`src/rtl/coeff_token_ctrl_if.sv`:
```
// Bundled handshake, LUT-bank and result signals of the coeff_token decoder.
// slave = decoder side, master = the environment driving windows and the LUT bank.
interface coeff_token_ctrl_if;
    logic        Flush;
    logic        InValid;
    logic        InReady;
    logic [15:0] InBits;
    logic [1:0]  NcClass;
    logic [1:0]  LutClass;
    logic [3:0]  LutPrefix;
    logic [3:0]  LutBits;
    logic        LutReq;
    logic [4:0]  LutTotalCoeff;
    logic [1:0]  LutTrailingOnes;
    logic [4:0]  LutLen;
    logic        LutHit;
    logic        OutValid;
    logic        OutReady;
    logic [4:0]  TotalCoeff;
    logic [1:0]  TrailingOnes;
    logic [4:0]  CodeLen;
    logic        Error;

    modport slave (
        input  Flush, InValid, InBits, NcClass,
        input  LutTotalCoeff, LutTrailingOnes, LutLen, LutHit,
        input  OutReady,
        output InReady, LutClass, LutPrefix, LutBits, LutReq,
        output OutValid, TotalCoeff, TrailingOnes, CodeLen, Error
    );

    modport master (
        output Flush, InValid, InBits, NcClass,
        output LutTotalCoeff, LutTrailingOnes, LutLen, LutHit,
        output OutReady,
        input  InReady, LutClass, LutPrefix, LutBits, LutReq,
        input  OutValid, TotalCoeff, TrailingOnes, CodeLen, Error
    );
endinterface

```
`src/rtl/coeff_token_ctrl.sv`:
```
// coeff_token decoder control: counts the leading-zero prefix of a 16-bit window,
// hands prefix/suffix to an external LUT bank and returns the decoded result.
module coeff_token_ctrl #(
    parameter int MAX_LZ = 15
) (
    input logic               Clk,
    input logic               nReset,
    coeff_token_ctrl_if.slave bus
);

    typedef enum logic [1:0] {IDLE, COUNT, LOOKUP, OUT} state_t;

    localparam logic [3:0] LZ_LIMIT = 4'(MAX_LZ);

    state_t      state_reg, state_next;
    logic [15:0] shift_reg, shift_next;
    logic [1:0]  cls_reg, cls_next;
    logic [3:0]  lz_reg, lz_next;
    logic        inv_reg, inv_next;
    logic        run_reg;
    logic [1:0]  lut_cls_reg, lut_cls_next;
    logic [3:0]  lut_pre_reg, lut_pre_next;
    logic [3:0]  lut_bits_reg, lut_bits_next;
    logic [4:0]  tc_reg, tc_next;
    logic [1:0]  t1_reg, t1_next;
    logic [4:0]  len_reg, len_next;
    logic        err_reg, err_next;
    logic        in_ready;
    logic [5:0]  fl_code;

    // run_reg keeps InReady low while in reset and raises it on the first edge after.
    assign in_ready = run_reg && (state_reg == IDLE);
    assign fl_code  = bus.InBits[15:10];

    always_comb begin
        state_next    = state_reg;
        shift_next    = shift_reg;
        cls_next      = cls_reg;
        lz_next       = lz_reg;
        inv_next      = inv_reg;
        lut_cls_next  = lut_cls_reg;
        lut_pre_next  = lut_pre_reg;
        lut_bits_next = lut_bits_reg;
        tc_next       = tc_reg;
        t1_next       = t1_reg;
        len_next      = len_reg;
        err_next      = err_reg;

        if (bus.Flush) begin
            state_next = IDLE;
        end else begin
            case (state_reg)
                IDLE: begin
                    if (bus.InValid && in_ready) begin
                        shift_next = bus.InBits;
                        cls_next   = bus.NcClass;
                        lz_next    = 4'd0;
                        inv_next   = 1'b0;
                        if (bus.NcClass == 2'd3) begin
                            // Fixed-length 6-bit code: decoded without the LUT bank.
                            len_next = 5'd6;
                            err_next = 1'b0;
                            if (fl_code == 6'b000011) begin
                                tc_next = 5'd0;
                                t1_next = 2'd0;
                            end else begin
                                tc_next = {1'b0, fl_code[5:2]} + 5'd1;
                                t1_next = fl_code[1:0];
                            end
                            state_next = OUT;
                        end else begin
                            state_next = COUNT;
                        end
                    end
                end
                COUNT: begin
                    if (shift_reg[15]) begin
                        lut_pre_next  = lz_reg;
                        lut_bits_next = shift_reg[14:11];
                        lut_cls_next  = cls_reg;
                        state_next    = LOOKUP;
                    end else if (lz_reg == LZ_LIMIT) begin
                        // Invalid prefix still passes through LOOKUP (without a LUT
                        // request) so its latency equals the longest valid prefix.
                        inv_next   = 1'b1;
                        state_next = LOOKUP;
                    end else begin
                        lz_next    = lz_reg + 4'd1;
                        shift_next = {shift_reg[14:0], 1'b0};
                    end
                end
                LOOKUP: begin
                    if (!inv_reg && bus.LutHit) begin
                        tc_next  = bus.LutTotalCoeff;
                        t1_next  = bus.LutTrailingOnes;
                        len_next = bus.LutLen;
                        err_next = 1'b0;
                    end else begin
                        tc_next  = 5'd0;
                        t1_next  = 2'd0;
                        len_next = 5'd0;
                        err_next = 1'b1;
                    end
                    state_next = OUT;
                end
                OUT: begin
                    if (bus.OutReady) begin
                        state_next = IDLE;
                    end
                end
                default: state_next = IDLE;
            endcase
        end
    end

    always_ff @(posedge Clk or negedge nReset) begin
        if (!nReset) begin
            state_reg    <= IDLE;
            shift_reg    <= 16'd0;
            cls_reg      <= 2'd0;
            lz_reg       <= 4'd0;
            inv_reg      <= 1'b0;
            run_reg      <= 1'b0;
            lut_cls_reg  <= 2'd0;
            lut_pre_reg  <= 4'd0;
            lut_bits_reg <= 4'd0;
            tc_reg       <= 5'd0;
            t1_reg       <= 2'd0;
            len_reg      <= 5'd0;
            err_reg      <= 1'b0;
        end else begin
            state_reg    <= state_next;
            shift_reg    <= shift_next;
            cls_reg      <= cls_next;
            lz_reg       <= lz_next;
            inv_reg      <= inv_next;
            run_reg      <= 1'b1;
            lut_cls_reg  <= lut_cls_next;
            lut_pre_reg  <= lut_pre_next;
            lut_bits_reg <= lut_bits_next;
            tc_reg       <= tc_next;
            t1_reg       <= t1_next;
            len_reg      <= len_next;
            err_reg      <= err_next;
        end
    end

    assign bus.InReady      = in_ready;
    assign bus.LutReq       = (state_reg == LOOKUP) && !inv_reg;
    assign bus.LutClass     = lut_cls_reg;
    assign bus.LutPrefix    = lut_pre_reg;
    assign bus.LutBits      = lut_bits_reg;
    assign bus.OutValid     = (state_reg == OUT);
    assign bus.TotalCoeff   = tc_reg;
    assign bus.TrailingOnes = t1_reg;
    assign bus.CodeLen      = len_reg;
    assign bus.Error        = err_reg;

endmodule

```
`src/flat_wrapper.sv`:
```
// flat-port wrapper written by rule: the top's interface ports become plain ports
module coeff_token_ctrl_flat 
#(
    parameter int MAX_LZ = 15
)
  (Clk, nReset, bus_Flush, bus_InValid, bus_InBits, bus_NcClass, bus_LutTotalCoeff, bus_LutTrailingOnes, bus_LutLen, bus_LutHit, bus_OutReady, bus_InReady, bus_LutClass, bus_LutPrefix, bus_LutBits, bus_LutReq, bus_OutValid, bus_TotalCoeff, bus_TrailingOnes, bus_CodeLen, bus_Error);
  coeff_token_ctrl_if bus_i ();
  input logic Clk;
  input logic nReset;
  input wire logic [$bits(bus_i.Flush)-1:0] bus_Flush;
  input wire logic [$bits(bus_i.InValid)-1:0] bus_InValid;
  input wire logic [$bits(bus_i.InBits)-1:0] bus_InBits;
  input wire logic [$bits(bus_i.NcClass)-1:0] bus_NcClass;
  input wire logic [$bits(bus_i.LutTotalCoeff)-1:0] bus_LutTotalCoeff;
  input wire logic [$bits(bus_i.LutTrailingOnes)-1:0] bus_LutTrailingOnes;
  input wire logic [$bits(bus_i.LutLen)-1:0] bus_LutLen;
  input wire logic [$bits(bus_i.LutHit)-1:0] bus_LutHit;
  input wire logic [$bits(bus_i.OutReady)-1:0] bus_OutReady;
  output wire logic [$bits(bus_i.InReady)-1:0] bus_InReady;
  output wire logic [$bits(bus_i.LutClass)-1:0] bus_LutClass;
  output wire logic [$bits(bus_i.LutPrefix)-1:0] bus_LutPrefix;
  output wire logic [$bits(bus_i.LutBits)-1:0] bus_LutBits;
  output wire logic [$bits(bus_i.LutReq)-1:0] bus_LutReq;
  output wire logic [$bits(bus_i.OutValid)-1:0] bus_OutValid;
  output wire logic [$bits(bus_i.TotalCoeff)-1:0] bus_TotalCoeff;
  output wire logic [$bits(bus_i.TrailingOnes)-1:0] bus_TrailingOnes;
  output wire logic [$bits(bus_i.CodeLen)-1:0] bus_CodeLen;
  output wire logic [$bits(bus_i.Error)-1:0] bus_Error;
  assign bus_i.Flush = bus_Flush;
  assign bus_i.InValid = bus_InValid;
  assign bus_i.InBits = bus_InBits;
  assign bus_i.NcClass = bus_NcClass;
  assign bus_i.LutTotalCoeff = bus_LutTotalCoeff;
  assign bus_i.LutTrailingOnes = bus_LutTrailingOnes;
  assign bus_i.LutLen = bus_LutLen;
  assign bus_i.LutHit = bus_LutHit;
  assign bus_i.OutReady = bus_OutReady;
  assign bus_InReady = bus_i.InReady;
  assign bus_LutClass = bus_i.LutClass;
  assign bus_LutPrefix = bus_i.LutPrefix;
  assign bus_LutBits = bus_i.LutBits;
  assign bus_LutReq = bus_i.LutReq;
  assign bus_OutValid = bus_i.OutValid;
  assign bus_TotalCoeff = bus_i.TotalCoeff;
  assign bus_TrailingOnes = bus_i.TrailingOnes;
  assign bus_CodeLen = bus_i.CodeLen;
  assign bus_Error = bus_i.Error;
  coeff_token_ctrl #(.MAX_LZ(MAX_LZ)) u_core (.Clk(Clk), .nReset(nReset), .bus(bus_i));
endmodule
```
`config.mk`:
```
export PLATFORM = sky130hd
export DESIGN_NAME = coeff_token_ctrl_flat
export DESIGN_NICKNAME = d
export VERILOG_FILES = /design/src/rtl/coeff_token_ctrl_if.sv /design/src/rtl/coeff_token_ctrl.sv /design/src/flat_wrapper.sv
export SDC_FILE = /design/constraint.sdc
export NUM_CORES = 1
export LEC_CHECK = 0
export ABC_AREA = 1
export CORE_ASPECT_RATIO = 0.6
export CORE_MARGIN = 8
export CORE_UTILIZATION = 45
export DETAILED_ROUTE_END_ITERATION = 16
export GPL_TIMING_DRIVEN = 0
export PLACE_DENSITY = 0.7
export REMOVE_ABC_BUFFERS = 1
export SETUP_SLACK_MARGIN = 0.5
export SYNTH_ARGS = -nofsm -noshare
export SYNTH_HDL_FRONTEND = slang
export SYNTH_SLANG_ARGS = --single-unit
export TNS_END_PERCENT = 20
```
`constraint.sdc`:
```
create_clock -name Clk -period 2.1 [get_ports Clk]
set_clock_uncertainty 0.2 [all_clocks]
set_input_delay 0.63 -clock Clk [delete_from_list [all_inputs] [get_ports Clk]]
set_output_delay 0.63 -clock Clk [all_outputs]
set_load 0.05 [all_outputs]
```
==> out/metrics.csv <==
metric;value;unit
slowest_stage;dfrtp_2;
p_sw;0.00250;W
syn_area;0.00265;mm2
drcViolationCount;0;
root_buffer;clkbuf_8;
io_buffers;61;
crit_required;1.27;ns
timing.rr.start;u_core.state_reg[1];
placeableCoreArea;0.00562;mm2
yosysWarnings;0;
finalCritPeriodShare;101;%
setup_tns;-0.0281;ns
dieArea;0.00867;mm2
endpoint_kind;primary output;
pwr-share-seq;29.0;%
setup_viol;3;
antenna_found_initial;0;
drv_slew;0;
grt_use_total;18.7;%
start_util;47.1;%
place_congestion;0.829;
clkPwrFrac;13.7;%
synth-seq-area-share;46.3;%
grt_pass1_wl;12700;um
path_cells;inv_4 -> ha_4 -> inv_6 -> nor2_4 -> buf_8;
first_iter_violations;324;
drive_above_1_share;27.9;%
r2r-end;u_core.shift_reg[15];
rows;21;
rsz0062_at_grt;yes;
grtUsageMet1;25.6;%
dr.pass1.iters;5;
hold_viol;0;
die_y;75.4;um
power;0.00534;W
cts_tree;done;
final.min_clock_period;2.11;ns
grt_pass1_vias;2520;
ctsHoldBuffers;0;
slowest_delay;0.44;ns
grt_max_degree;36;
drt_wl_total;8400;um
via_per_inst;5.26;
cts_sinks;49;
fin_nets;484;
antenna_cells;0;
chipWidth;115;um
synth.ff_latch_count;49;
synth_cell_types;25;
final_cell_mix;nand2_1 (151), dfrtp_1 (47), buf_6 (31), clkdlybuf4s50_1 (30), nand3_1 (26);
switching_share;46.8;%
min_path_type;in2async;
outcome;complete, but fails checks;
rr_worst_depth;11;
grt_busiest_layer;met2;
mostFrequentLayoutCell;nand2_1;
setup_ws;-0.0117;ns
largest_register_ffs;16;
ioPinCount;62;
cp.arrival;1.28;ns
critPathKind;reg2out;
vias;2743;
path_buf_inv;3;
synth_cells;353;
grt_use_met3;5.14;%
max_cap_violations;0;
path_max_fanout;3;
leakage;2.03;nW
combPwrFrac;57.3;%
ff2ff_setup_slack;0.11;ns
gr-total-overflow;0;
syn_to_final_growth;52.2;%
grt_use_met2;28.6;%
routedWlPerCell;16.1;um
h-tree-depth;2;
cp_top_family;flip-flops;
ir_worst_vdd;0.642;mV
p_per_area;1330;mW/mm2
p_int;0.00284;W
insertion_delay;0.32;ns
clk_pin_slew;0.09;ns
syn_area_per_cell;7.50;um2
dpl.hpwl;4820;um
cts_buffer_depth;2;
failed_checks;setup timing;
final_core_util;71.6;%
cts_buffers;5;
cp-start-kind;flip-flop;
fmax;474;MHz
drt.antenna.violating_nets;0;
## per-stage QoR
step,hold WS [ns],cells,instance area (um2),worst slack (ns)
2_1_floorplan,0.134,341,2570,-0.198
3_3_place_gp,0.254,482,3280,-1.28
3_5_place_dp,0.258,483,3290,-0.811
4_1_cts,0.0226,513,3850,-0.0180
5_1_grt,0.0310,521,4030,-0.0480
6_report,0.0139,521,4030,-0.0117
## cell families (layout without fill, tap and decap cells)
family | count (synthesis) | count (layout) | synth area share (%)
other | 1 | 1 | 0.142
AND/OR/NAND/NOR | 239 | 242 | 39.1
XOR/XNOR | 1 | 1 | 0.331
AO/OA/AOI/OAI | 19 | 19 | 3.88
buffers and inverters | 36 | 121 | 6.43
flip-flops | 49 | 49 | 46.3
adder cells (fa/ha/maj) | 8 | 8 | 3.78
## synthesized netlist by cell type
cell / number / area, um2
nand2_1: 173 / 649
dfrtp_1: 49 / 1230
nand3_1: 29 / 145
inv_1: 18 / 67.6
nand4_1: 18 / 113
o21ai_0: 12 / 60.1
nor2_1: 9 / 33.8
ha_1: 8 / 100
nand2_2: 5 / 31.3
a21oi_1: 4 / 20.0
buf_2: 4 / 20.0
buf_4: 4 / 30.0
inv_2: 4 / 15.0
a21oi_2: 2 / 17.5
buf_6: 2 / 22.5
clkinv_1: 2 / 7.51
nand3_4: 2 / 35.0
buf_1: 1 / 3.75
clkbuf_1: 1 / 3.75
conb_1: 1 / 3.75
nand3_2: 1 / 10.0
nor2_2: 1 / 6.26
nor2_4: 1 / 11.3
o21ai_1: 1 / 5.00
xnor2_1: 1 / 8.76
## per-layer routing
| metal | routed length (um) | up-vias | share of wire [%] |
|---|---|---|---|
| li1 | - | 1309 | - |
| met1 | 3760 | 1287 | 45 |
| met2 | 3830 | 139 | 46 |
| met3 | 758 | 8 | 9.0 |
| met4 | 47 | 0 | 0.56 |
| met5 | 0 | - | 0 |
## worst reg2reg max path: stages (launching register included)
cell and delay (ns):
dfrtp_2 0.47, inv_4 0.10, buf_6 0.11, ha_4 0.16, buf_6 0.10, clkinvlp_4 0.13
buf_6 0.16, buf_12 0.12, a21oi_4 0.14, o21ai_1 0.08, nand2_1 0.06, o21ai_1 0.05
## power by group through the flow
stage,sequential (W),combinational (W),clock [W]
floorplan,0.00197,0.000923,0
detailed placement,0.00150,0.00211,0
CTS,0.00152,0.00274,0.000727
global route,0.00158,0.00326,0.000767
global placement,0.00148,0.00207,0
finish,0.00155,0.00306,0.000733
## repair_timing
item                       in CTS  in global routing
setup endpoints to repair      74                 74
buffers inserted               19                  7
cloned                          3                  1
pin swaps                      31                 17
gates resized for setup       252                 30
## worst max path at each step
| stage | startpoint | to | slack [ns] | depth (start not counted) |
|---|---|---|---|---|
| 2_1_floorplan | u_core.state_reg[0] | bus_LutReq | -0.20 | 4 |
| 3_3_place_gp | nReset | u_core.bus.Error | -1.28 | 1 |
| 3_5_place_dp | u_core.state_reg[1] | u_core.shift_reg[6] | -0.81 | 8 |
| 4_1_cts | u_core.state_reg[0] | bus_LutReq | -0.02 | 5 |
| 5_1_grt | u_core.state_reg[0] | bus_LutReq | -0.05 | 5 |
| 6_report | u_core.state_reg[0] | bus_LutReq | -0.01 | 5 |
## area by class of cell
type,count,area (um2)
clock buffer,7,86.3
sequential,49,1230
multi-input combinational,271,1520
timing repair inverter,1,7.51
timing repair buffer,88,923
clock inverter,1,30.0
tap,80,100
inverter,24,129
fill,461,1600
No activity file was read; power rests on OpenSTA's default activity.
